==> src/rtl/ibniz_pkg.sv <==
// Shared types and widths for the Ibniz scene sequencer.
// Scene numbering matches the generator mux inputs.
package ibniz_pkg;

    localparam int SCENE_W = 3;
    localparam int T_W     = 16;
    localparam int FADE_W  = 8;

    typedef enum logic [1:0] {
        HOLD,
        FADE_OUT,
        SWITCH,
        FADE_IN
    } seq_state_e;

    localparam logic [SCENE_W-1:0] SC_MUNCHING = 3'd0;
    localparam logic [SCENE_W-1:0] SC_XOR      = 3'd1;
    localparam logic [SCENE_W-1:0] SC_PLASMA   = 3'd2;
    localparam logic [SCENE_W-1:0] SC_RINGS    = 3'd3;
    localparam logic [SCENE_W-1:0] SC_TUNNEL   = 3'd4;
    localparam logic [SCENE_W-1:0] SC_STARS    = 3'd5;
    localparam logic [SCENE_W-1:0] SC_WAVES    = 3'd6;
    localparam logic [SCENE_W-1:0] SC_TEST     = 3'd7;

endpackage

==> src/rtl/ibniz_scene_sequencer_if.sv <==
// Control/status bundle between frame timing and the scene sequencer.
// IBNIZ_SEQ_PAUSE_EN adds the pause request line.
interface ibniz_scene_sequencer_if;
    import ibniz_pkg::*;

    logic               end_frame;
    logic [SCENE_W-1:0] tumblers;
    logic               auto_en;
    logic               next_req;
`ifdef IBNIZ_SEQ_PAUSE_EN
    logic               pause;
`endif
    logic [SCENE_W-1:0] scene_sel;
    logic [T_W-1:0]     t_frame;
    logic [FADE_W-1:0]  fade;
    logic               scene_switch;

    modport master (
        output end_frame, tumblers, auto_en, next_req,
`ifdef IBNIZ_SEQ_PAUSE_EN
        output pause,
`endif
        input  scene_sel, t_frame, fade, scene_switch
    );

    modport slave (
        input  end_frame, tumblers, auto_en, next_req,
`ifdef IBNIZ_SEQ_PAUSE_EN
        input  pause,
`endif
        output scene_sel, t_frame, fade, scene_switch
    );

endinterface

==> src/rtl/ibniz_next_scene.sv <==
// Finds the first enabled scene after cur_i, wrapping 7->0.
// Returns cur_i itself when no other scene is enabled.
module ibniz_next_scene
    import ibniz_pkg::*;
(
    input  logic [SCENE_W-1:0]      cur_i,
    input  logic [(1<<SCENE_W)-1:0] mask_i,
    output logic [SCENE_W-1:0]      nxt_o
);

    // Walk offsets downward so the nearest enabled scene wins.
    always_comb begin
        nxt_o = cur_i;
        for (int k = (1 << SCENE_W) - 1; k >= 1; k--) begin
            if (mask_i[cur_i + SCENE_W'(k)]) begin
                nxt_o = cur_i + SCENE_W'(k);
            end
        end
    end

endmodule

==> src/rtl/ibniz_scene_sequencer.sv <==
// Frame-synchronous scene selector with fade-out/switch/fade-in sequencing.
// Optional IBNIZ_SEQ_PAUSE_EN freezes all frame-driven progress while pause=1.
module ibniz_scene_sequencer
    import ibniz_pkg::*;
#(
    parameter int unsigned      HOLD_FRAMES = 600,
    parameter int unsigned      FADE_STEP   = 8,
    parameter logic [7:0]       SCENE_MASK  = 8'hFF,
    parameter logic [SCENE_W-1:0] INIT_SCENE = 3'd7
) (
    input logic clk,
    input logic rst,
    ibniz_scene_sequencer_if.slave bus
);

    localparam int HW = $clog2(HOLD_FRAMES + 1);
    localparam logic [HW-1:0]     HOLD_LAST = HW'(HOLD_FRAMES - 1);
    localparam logic [FADE_W:0]   STEP9     = {1'b0, FADE_W'(FADE_STEP)};

    seq_state_e         state_q;
    logic [HW-1:0]      hold_q;
    logic [SCENE_W-1:0] scene_q;
    logic [SCENE_W-1:0] target_q;
    logic [T_W-1:0]     t_q;
    logic [FADE_W-1:0]  fade_q;
    logic               sw_q;

    logic               ef;
    logic [SCENE_W-1:0] auto_nxt;
    logic [SCENE_W-1:0] tum_nxt;
    logic               tum_ok;
    logic [FADE_W:0]    fade_dn_d;
    logic [FADE_W:0]    fade_up_d;

`ifdef IBNIZ_SEQ_PAUSE_EN
    assign ef = bus.end_frame & ~bus.pause;
`else
    assign ef = bus.end_frame;
`endif

    ibniz_next_scene u_auto_next (
        .cur_i  (scene_q),
        .mask_i (SCENE_MASK),
        .nxt_o  (auto_nxt)
    );

    // The tumbler scene is enabled exactly when it follows its predecessor.
    ibniz_next_scene u_tum_check (
        .cur_i  (bus.tumblers - SCENE_W'(1)),
        .mask_i (SCENE_MASK),
        .nxt_o  (tum_nxt)
    );

    assign tum_ok    = (tum_nxt == bus.tumblers);
    assign fade_dn_d = {1'b0, fade_q} - STEP9;
    assign fade_up_d = {1'b0, fade_q} + STEP9;

    always_ff @(posedge clk) begin
        if (rst) begin
            state_q  <= HOLD;
            hold_q   <= '0;
            scene_q  <= INIT_SCENE;
            target_q <= INIT_SCENE;
            t_q      <= '0;
            fade_q   <= '1;
            sw_q     <= 1'b0;
        end else begin
            sw_q <= 1'b0;
            if (ef) t_q <= t_q + T_W'(1);
            case (state_q)
                HOLD: begin
                    if (bus.auto_en) begin
                        if (bus.next_req || (ef && hold_q == HOLD_LAST)) begin
                            hold_q <= '0;
                            if (auto_nxt != scene_q) begin
                                target_q <= auto_nxt;
                                state_q  <= FADE_OUT;
                            end
                        end else if (ef) begin
                            hold_q <= hold_q + HW'(1);
                        end
                    end else begin
                        hold_q <= '0;
                        if (bus.tumblers != scene_q && tum_ok) begin
                            target_q <= bus.tumblers;
                            state_q  <= FADE_OUT;
                        end
                    end
                end
                FADE_OUT: begin
                    if (ef) begin
                        if (fade_dn_d[FADE_W] || fade_dn_d[FADE_W-1:0] == '0) begin
                            fade_q  <= '0;
                            state_q <= SWITCH;
                        end else begin
                            fade_q <= fade_dn_d[FADE_W-1:0];
                        end
                    end
                end
                SWITCH: begin
                    scene_q <= target_q;
                    sw_q    <= 1'b1;
                    state_q <= FADE_IN;
                end
                FADE_IN: begin
                    if (ef) begin
                        if (fade_up_d[FADE_W] || fade_up_d[FADE_W-1:0] == '1) begin
                            fade_q  <= '1;
                            state_q <= HOLD;
                        end else begin
                            fade_q <= fade_up_d[FADE_W-1:0];
                        end
                    end
                end
            endcase
        end
    end

    assign bus.scene_sel    = scene_q;
    assign bus.t_frame      = t_q;
    assign bus.fade         = fade_q;
    assign bus.scene_switch = sw_q;

endmodule

==> src/flat_wrapper.sv <==
// flat-port wrapper written by rule: the top's interface ports become plain ports
module ibniz_scene_sequencer_flat import ibniz_pkg::*;
#(
    parameter int unsigned      HOLD_FRAMES = 600,
    parameter int unsigned      FADE_STEP   = 8,
    parameter logic [7:0]       SCENE_MASK  = 8'hFF,
    parameter logic [SCENE_W-1:0] INIT_SCENE = 3'd7
)
  (clk, rst, bus_end_frame, bus_tumblers, bus_auto_en, bus_next_req, bus_scene_sel, bus_t_frame, bus_fade, bus_scene_switch);
  ibniz_scene_sequencer_if bus_i ();
  input logic clk;
  input logic rst;
  input wire logic [$bits(bus_i.end_frame)-1:0] bus_end_frame;
  input wire logic [$bits(bus_i.tumblers)-1:0] bus_tumblers;
  input wire logic [$bits(bus_i.auto_en)-1:0] bus_auto_en;
  input wire logic [$bits(bus_i.next_req)-1:0] bus_next_req;
  output wire logic [$bits(bus_i.scene_sel)-1:0] bus_scene_sel;
  output wire logic [$bits(bus_i.t_frame)-1:0] bus_t_frame;
  output wire logic [$bits(bus_i.fade)-1:0] bus_fade;
  output wire logic [$bits(bus_i.scene_switch)-1:0] bus_scene_switch;
  assign bus_i.end_frame = bus_end_frame;
  assign bus_i.tumblers = bus_tumblers;
  assign bus_i.auto_en = bus_auto_en;
  assign bus_i.next_req = bus_next_req;
  assign bus_scene_sel = bus_i.scene_sel;
  assign bus_t_frame = bus_i.t_frame;
  assign bus_fade = bus_i.fade;
  assign bus_scene_switch = bus_i.scene_switch;
  ibniz_scene_sequencer #(.HOLD_FRAMES(HOLD_FRAMES), .FADE_STEP(FADE_STEP), .SCENE_MASK(SCENE_MASK), .INIT_SCENE(INIT_SCENE)) u_core (.clk(clk), .rst(rst), .bus(bus_i));
endmodule
==> config.mk <==
export PLATFORM = sky130hd
export DESIGN_NAME = ibniz_scene_sequencer_flat
export DESIGN_NICKNAME = d
export VERILOG_FILES = /design/src/rtl/ibniz_pkg.sv /design/src/rtl/ibniz_scene_sequencer_if.sv /design/src/rtl/ibniz_next_scene.sv /design/src/rtl/ibniz_scene_sequencer.sv /design/src/flat_wrapper.sv
export SDC_FILE = /design/constraint.sdc
export NUM_CORES = 1
export LEC_CHECK = 0
export CORE_ASPECT_RATIO = 0.5
export CORE_UTILIZATION = 47
export CTS_BUF_LIST = sky130_fd_sc_hd__clkbuf_8
export DETAILED_ROUTE_END_ITERATION = 7
export HOLD_SLACK_MARGIN = 0.05
export PLACE_DENSITY = 0.82
export SYNTH_ARGS = -nofsm -noshare
export SYNTH_HDL_FRONTEND = slang
export SYNTH_SLANG_ARGS = --single-unit
==> constraint.sdc <==
create_clock -name clk -period 3.47 [get_ports clk]
set_input_delay 1.041 -clock clk [delete_from_list [all_inputs] [get_ports clk]]
set_output_delay 1.041 -clock clk [all_outputs]
set_load 0.05 [all_outputs]
; After elaboration in Yosys (flattened, before gate mapping)
; Memories as Yosys holds them, arrays and structs flattened.
; Index checks and enable logic that the tools add are counted.
; Widths: inputs -> output; s select.
[word_totals]
ff_bits = 43
latch_bits = 0
ramBits = 0
romBits = 112
elab_cells = 135
memories = 14
[memory_table]
columns = memory, words, width, read_ports, rd_clocked_by_memory_dff, write_ports, line_no
row1 = (name not given), 8, 1, 1, 0, 0, ibniz_next_scene.sv:15  ; if (mask_i[cur_i + SCENE_W'(k)]) begin
row2 = (name not given), 8, 1, 1, 0, 0, ibniz_next_scene.sv:15
row3 = (name not given), 8, 1, 1, 0, 0, ibniz_next_scene.sv:15
row4 = (name not given), 8, 1, 1, 0, 0, ibniz_next_scene.sv:15
row5 = (name not given), 8, 1, 1, 0, 0, ibniz_next_scene.sv:15
row6 = (name not given), 8, 1, 1, 0, 0, ibniz_next_scene.sv:15
row7 = +8 memories, n/a, n/a, n/a, n/a, n/a, n/a
[op_classes]
addsub = 19
n_mul = 0
n_div = 0
order_cmp = 14
eq_ne = 18
n_shift = 0
n_mux = 50
bitwise_logic = 0
reduce_logical = 13
[op_table]
columns = op, n
row1 = $lt 3x4->1 const B, 14
row2 = $mux 3, 18
row3 = $mux 8, 4
row4 = $mux 10, 3
row5 = $add 3x3->3 const B, 8
row6 = $add 16x1->16 const B, 1
row7 = $mux 2, 8
row8 = $pmux 8 s2, 1
row9 = $mux 1, 15
row10 = $add 3x2->3 const B, 4
row11 = $ne 3x2->1 const B, 4
row12 = $add 10x1->10 const B, 1
row13 = $eq 10x10->1 const B, 1
row14 = $add 8x4->9 const B, 1
row15 = $sub 8x4->9 const B, 1
row16 = $eq 8x8->1 const B, 1
row17 = $logic_not 8->1, 1
row18 = $ne 2x1->1 const B, 4
row19 = $pmux 2 s4, 1
row20 = $reduce_and 7->1, 1
row21 = $add 3x1->3 const B, 2
row22 = $ne 3x3->1, 2
row23 = $eq 2x2->1 const B, 2
row24 = $ne 2x2->1 const B, 2
row25 = other kinds (10), 14

; Depth between registers and ports, before layout
; Gate-level depths: netlist of the first run.
[logic_depth]
ltp_word = 16
ltp_mapped = 8
depth_no_buf = 7

; Modules after synthesis
; Synthesis of the first run repeated with hierarchy kept, for this count alone.
[hier_totals]
hier_cells = 464
area_unflattened_um2 = 4062.6
[modules_own_cells]
columns = mod, n_inst, cells_per_inst, area_per_inst_um2, seq_area_each_um2
row1 = ibniz_scene_sequencer, 1, 268, 2285.9, 820.8
row2 = ibniz_next_scene, 2, 98, 888.4, 0.0

; Least setup slack after synthesis of the first run
; Ideal clock, no wire load.
[synth_path]
path_type = flip-flop to flip-flop
from = reg u_core.fade_q[3] (netlist: u_core.bus.fade[3])
to = reg u_core.state_q[0]
arrival_ns = 2.193
t_required_ns = 3.347
path_slack_ns = 1.154
stages_incl_launch_ff = 9
n_path_buf = 1
synth_period_minus_slack_ns = 2.316
cell_sequence = dfxtp_1 buf_4 inv_1 ha_1 and4b_1 nand3_1 a211o_1 nor4_1 nor3_1
[synth_between]
elab_chain_cells = 5
[synth_rtl]
columns = element, line_no
row1 = "start, declared", ibniz_scene_sequencer.sv:25  ; logic [FADE_W-1:0] fade_q;
row2 = "start signal, assigned", ibniz_scene_sequencer.sv:96  ; fade_q <= fade_dn_d[FADE_W-1:0];
row3 = "start signal, assigned", ibniz_scene_sequencer.sv:111  ; fade_q <= fade_up_d[FADE_W-1:0];
row4 = $add 8x4->9 / $sub 8x4->9 (equally long branches), "ibniz_scene_sequencer.sv:56, ibniz_scene_sequencer.sv:55"
row5 = $eq 8x8->1 / $logic_not 8->1 (equally long branches), "ibniz_scene_sequencer.sv:107, ibniz_scene_sequencer.sv:92"
row6 = $logic_or 1x1->1 (on tied branches), "ibniz_scene_sequencer.sv:107, ibniz_scene_sequencer.sv:92"
row7 = $ne 2x1->1 (no source line), n/a
row8 = $reduce_and 7->1 (no source line) *, n/a
row9 = "end signal, assigned", ibniz_scene_sequencer.sv:94  ; state_q <= SWITCH;
row10 = "end signal, assigned", ibniz_scene_sequencer.sv:103  ; state_q <= FADE_IN;
row11 = "end signal, assigned", ibniz_scene_sequencer.sv:109  ; state_q <= HOLD;
row12 = "end, declared", ibniz_scene_sequencer.sv:20  ; seq_state_e state_q;
; Every way passes the cells marked *; elsewhere a longest branch is shown, timed or not.
; A chain may end at the register's enable or synchronous reset.

; Final worst setup path of the first run
[layout_path]
from = reg u_core.fade_q[5] (netlist: u_core.bus.fade[5])
to = out bus_fade[5]
[layout_lines]
columns = element, line_no
row1 = "end, declared", flat_wrapper.sv:19  ; output wire logic [$bits(bus_i.fade)-1:0] bus_fade;
; No word-level cell between the ends.

==> results of run 1 <==
[sequential cells by signal, indices dropped and copies added, names as in the netlist]
register                 flops
u_core.bus.fade              6
u_core.bus.scene_sel         3
u_core.bus.scene_switch      1
u_core.bus.t_frame          16
u_core.hold_q               10
u_core.state_q               2
u_core.target_q              3
[path summary, 6_finish.rpt]
path | from | to | slack, ps | depth (start not counted)
max | u_core.bus.fade[5] | bus_fade[5] | 570 | 1
min | u_core.target_q[0] | u_core.bus.scene_sel[0] | 500 | 2
max reg2reg | u_core.bus.fade[3] | u_core.state_q[0] | 1160 | 7
min reg2reg | u_core.target_q[0] | u_core.bus.scene_sel[0] | 500 | 2
[routing by layer]
| layer | share of wire (%) | up-vias | wire, um | GRT usage, % |
|---|---|---|---|---|
| li1 | - | 1039 | - | - |
| met1 | 46 | 975 | 2340 | 27.1 |
| met2 | 48 | 55 | 2440 | 36.4 |
| met3 | 4.9 | 7 | 249 | 4.03 |
| met4 | 1.1 | 0 | 56 | 7.00 |
| met5 | 0 | - | 0 | 0 |
[cell type report]
type / count / area share [%]
clock buffer: 6 / 2.95
clock inverter: 2 / 1.21
inverter: 13 / 1.74
multi-input combinational: 208 / 48.7
sequential: 41 / 29.3
tap: 66 / 2.95
timing repair buffer: 37 / 13.1
[synth_stat cells (2+ instances only)]
cell type	n
nand4_1	6
inv_1	12
mux2i_1	5
buf_4	4
a211oi_1	2
buf_2	3
a21oi_1	17
o21ai_0	15
clkbuf_1	5
nor3_1	7
nand2_1	22
o21ai_1	3
and3_1	2
nor4bb_1	3
a211o_1	3
nor4_1	3
nor2b_1	4
xor2_1	7
ha_1	11
and4_1	3
o31ai_1	4
or3_1	5
o21ai_2	2
dfxtp_1	41
xnor2_1	17
nand2b_1	2
o211ai_1	2
a31oi_1	3
nand3_1	11
nor2_1	31
[cell families (layout without fill, tap and decap cells)]
logic type / count (synthesis) / count (layout) / share of synthesized area (%)
AOI/OAI and AO/OA: 61 / 61 / 17.3
xor gates and xnor gates: 25 / 25 / 10.1
adders and majority gates: 11 / 11 / 5.95
buffers and inverters: 27 / 58 / 5.52
DFF: 41 / 41 / 35.5
muxes: 5 / 5 / 2.16
and+or+nand+nor: 106 / 106 / 23.5
[stage by stage]
stage	utilization [%]	instance area, um^2	power [mW]	setup slack [ps]
after floorplan	-	2310	1.08	1150
after global placement	58.9	2680	1.19	490
after detailed placement	58.9	2680	1.22	375
after CTS	61.5	2800	1.62	578
after global routing	61.5	2800	1.72	467
final	61.5	2800	1.62	567
[report_power, final]
part           internal, mW  leakage, nW  switching, mW
Combinational         0.241        0.626          0.381
Clock                 0.232       0.0626          0.167
Sequential            0.522        0.333         0.0804
==> flow_summary_export.csv, run 1 <==
group,metric,value,unit
setup_path,cpLargestDelayFamily,"buffers and inverters",
clock_network,cts_max_path_buffers,2,
timing,rsz0062_at_grt,"false",
clock_network,cts_buffers,5,
timing,fin_crit_sh,83.7,%
cells_and_area,seq_area,821,um^2
job,maxCapViolCount,0,
setup_path,worstPathCellList,"clkdlybuf4s50_1",
logic_synthesis,avgSynthCellArea,8.38,um^2
clock_network,path_clk_slew,80,ps
timing,hold_ws,502,ps
die,die_w,101,um
die,start_util,50.8,%
hold_path,hp-class,"reg -> reg",
detailed_routing,ant_nets,0,
place,gp_congestion,0.855,
timing,maxSlewViolCount,0,
die,die_area,5220,um^2
detailed_routing,drt_first_pass_iters,4,
grt,grt_usage,21.2,%
power,p_leak,1.02,nW
logic_synthesis,ys_types,51,
grt,grt_pass1_vias,1859,
timing,finalSetupViolCount,0,
cells_and_area,layout.nets,325,
timing,tightest_slew,533,ps
place,place_inst,365,
logic_synthesis,async_flop_share,0,%
power,power_density,580,nW/um^2
setup_path,worstSetupEndpointType,"output port",
clock_network,cts-hold-fix-buffers,0,
logic_synthesis,yosysWarnings,0,
setup_path,worstPathArrival,1860,ps
outcome,status,"finished, final reports clean",
die,io_pins,36,
die,core-area,4550,um^2
grt,grt_max_degree,25,
timing,period_needed,2900,ps
timing,slew_headroom,64.5,%
clock_network,clock_latency,290,ps
clock_network,cts_root_buf,"clkbuf_8",
timing,fmax,0.344,GHz
timing,hold_viol_final,0,
logic_synthesis,synth_seq_cells,41,
clock_network,cts-resized-gates,0,
logic_synthesis,syn_inst,276,
grt,overflow,0,
detailed_routing,drt-initial-drc-count,84,
setup_path,critical_path_required,2430,ps
cells_and_area,multi_input_area,1360,um^2
cells_and_area,fin_cells,373,
grt,grt_antenna_before_repair,0,
logic_synthesis,ys_top_cells_by_area,"dfxtp_1 (35%), xnor2_1 (6.4%), ha_1 (6.0%), nor2_1 (5.0%), a21oi_1 (3.7%)",
detailed_routing,wl_per_cell,13.7,um
logic_synthesis,syn_nets,295,
cells_and_area,antenna_cells,0,
die,die_height,51.6,um
detailed_routing,postRouteWirelength,5.09,mm
logic_synthesis,yosysSeqAreaShare,35.5,%
clock_network,cts_tree,"built",
detailed_routing,via_per_inst,5.57,
setup_path,path_max_fanout,15,
logic_synthesis,synth_edf_count,0,
clock_network,clock_sinks,41,
cells_and_area,final_common_cell,"dfxtp_1",
setup_path,critPathKind,"reg -> out",
grt,grt_pass1_wl,8.48,mm
setup_path,max_stage_delay,910,ps
place,dp_hpwl,3.69,mm
clock_network,htree_levels,2,
die,rows,17,
logic_synthesis,synth_top_area_cell,"dfxtp_1",
cells_and_area,nFillCells,397,
clock_network,post_cts_buffers,0,
cells_and_area,drive_above_1_share,6.51,%
setup_path,start_kind,"flip-flop",
detailed_routing,route.detailed.drc,0,
logic_synthesis,netlist_area,2310,um^2
logic_synthesis,ys.flop_type,"dfxtp_1",
place,portBuffers,35,
setup_path,path_buf_inv,1,
logic_synthesis,netlist.area_leader.share,35.5,%
power,peakVddDrop,0.354,mV
timing,tns,0,ps
detailed_routing,via_count,2076,
cells_and_area,areaGrowthSynthToFinish,21.0,%
setup_path,cp_slowest_cell,"clkdlybuf4s50_1",
cells_and_area,final_cell_mix,"dfxtp_1 (41), clkdlybuf4s50_1 (35), nor2_1 (31)",
timing,fin_skew,3.22,ps
(Power assumes the default switching activity.)
==> run 2: changes to the inputs <==
==> constraint.sdc (replaced) <==
create_clock -name clk -period 3 [get_ports clk]
set_input_delay 0.9 -clock clk [delete_from_list [all_inputs] [get_ports clk]]
set_output_delay 0.9 -clock clk [all_outputs]
set_load 0.05 [all_outputs]
==> flow_summary_export.csv, run 2 (synthesis results as in run 1) <==
group,metric,value,unit
detailed_routing,postRouteWirelength,5.04,mm
timing,tightest_slew,537,ps
die,die_area,5220,um^2
cells_and_area,final_common_cell,"dfxtp_1",
clock_network,path_clk_slew,80,ps
setup_path,worstSetupEndpointType,"output port",
timing,rsz0062_at_grt,"false",
place,place_inst,368,
cells_and_area,fin_cells,376,
detailed_routing,via_count,2085,
setup_path,worstPathArrival,1840,ps
power,p_leak,1.04,nW
clock_network,htree_levels,2,
cells_and_area,design_area,2840,um^2
timing,fin_skew,6.42,ps
setup_path,path_max_fanout,15,
die,io_pins,36,
clock_network,clock_latency,300,ps
power,design_power_total,1.95,mW
clock_network,cts-resized-gates,0,
clock_network,cts-hold-fix-buffers,0,
setup_path,critPathKind,"reg -> out",
timing,maxSlewViolCount,0,
timing,fmax,0.365,GHz
clock_network,cts_max_path_buffers,2,
die,start_util,50.8,%
setup_path,cp_slowest_cell,"clkdlybuf4s50_1",
grt,overflow,0,
timing,tns,0,ps
timing,slew_headroom,63.8,%
hold_path,hp-class,"reg -> reg",
outcome,status,"finished, final reports clean",
timing,finalSetupViolCount,0,
place,place_area,2700,um^2
die,die_height,51.6,um
die,rows,17,
clock_network,clock_sinks,41,
timing,worst_slack,262,ps
clock_network,cts_buffers,5,
detailed_routing,drt_first_pass_iters,5,
cells_and_area,final_cell_mix,"dfxtp_1 (41), clkdlybuf4s50_1 (35), nor2_1 (31)",
die,core-area,4550,um^2
die,die_w,101,um
grt,grt_antenna_before_repair,0,
place,dp_hpwl,3.66,mm
grt,grt_usage,21.4,%
timing,period_needed,2740,ps
timing,hold_ws,486,ps
clock_network,cts_tree,"built",
detailed_routing,via_per_inst,5.55,
cells_and_area,final_util,62.4,%
detailed_routing,route.detailed.drc,0,
cells_and_area,layout.nets,328,
place,post-place-ws,115,ps
setup_path,critical_path_required,2100,ps
setup_path,cpLargestDelayFamily,"buffers and inverters",
place,gp_congestion,0.896,
setup_path,start_kind,"flip-flop",
clock_network,post_cts_buffers,0,
clock_network,cts_root_buf,"clkbuf_8",
timing,fin_crit_sh,91.3,%
setup_path,path_buf_inv,1,
detailed_routing,ant_nets,0,
detailed_routing,drt-initial-drc-count,52,
detailed_routing,wl_per_cell,13.4,um
timing,hold_viol_final,0,
place,portBuffers,35,
grt,grt_max_degree,25,
setup_path,worstPathCellList,"clkdlybuf4s50_1",
cells_and_area,largest_reg_flops,16,
cells_and_area,antenna_cells,0,
power,power_density,686,nW/um^2
power,peakVddDrop,0.340,mV
grt,grt_pass1_vias,2005,
grt,grt_pass1_wl,8.79,mm
cells_and_area,areaGrowthSynthToFinish,22.9,%
cells_and_area,drive_above_1_share,7.74,%
setup_path,max_stage_delay,900,ps
job,maxCapViolCount,0,
## run 2: area by class of cell
cell class | instances | area, um^2
multi-input combinational | 208 | 1360
clock inverter | 3 | 68.8
sequential | 41 | 821
clock buffer | 5 | 68.8
inverter | 13 | 48.8
tap | 66 | 82.6
timing repair buffer | 40 | 388
fill | 383 | 1710
## run 2: path summary, 6_finish.rpt
| check | from | end | slack (ps) | cells past startpoint |
|---|---|---|---|---|
| max | u_core.bus.fade[5] | bus_fade[5] | 260 | 1 |
| min reg2reg | u_core.target_q[1] | u_core.target_q[1] | 490 | 2 |
| min | u_core.target_q[1] | u_core.target_q[1] | 490 | 2 |
| max reg2reg | u_core.bus.fade[3] | u_core.state_q[0] | 700 | 7 |
## run 2: report_power, final
group	switching [mW]	internal, mW
clock network	0.204	0.335
registers	0.0887	0.604
logic	0.438	0.280
total	0.730	1.22
## run 2: layer usage
layer,global-route usage [%],wire length [um],up-vias
li1,-,-,1036
met1,26.0,2270,972
met2,38.8,2400,69
met3,3.90,299,8
met4,7.00,66,0
met5,0,0,-
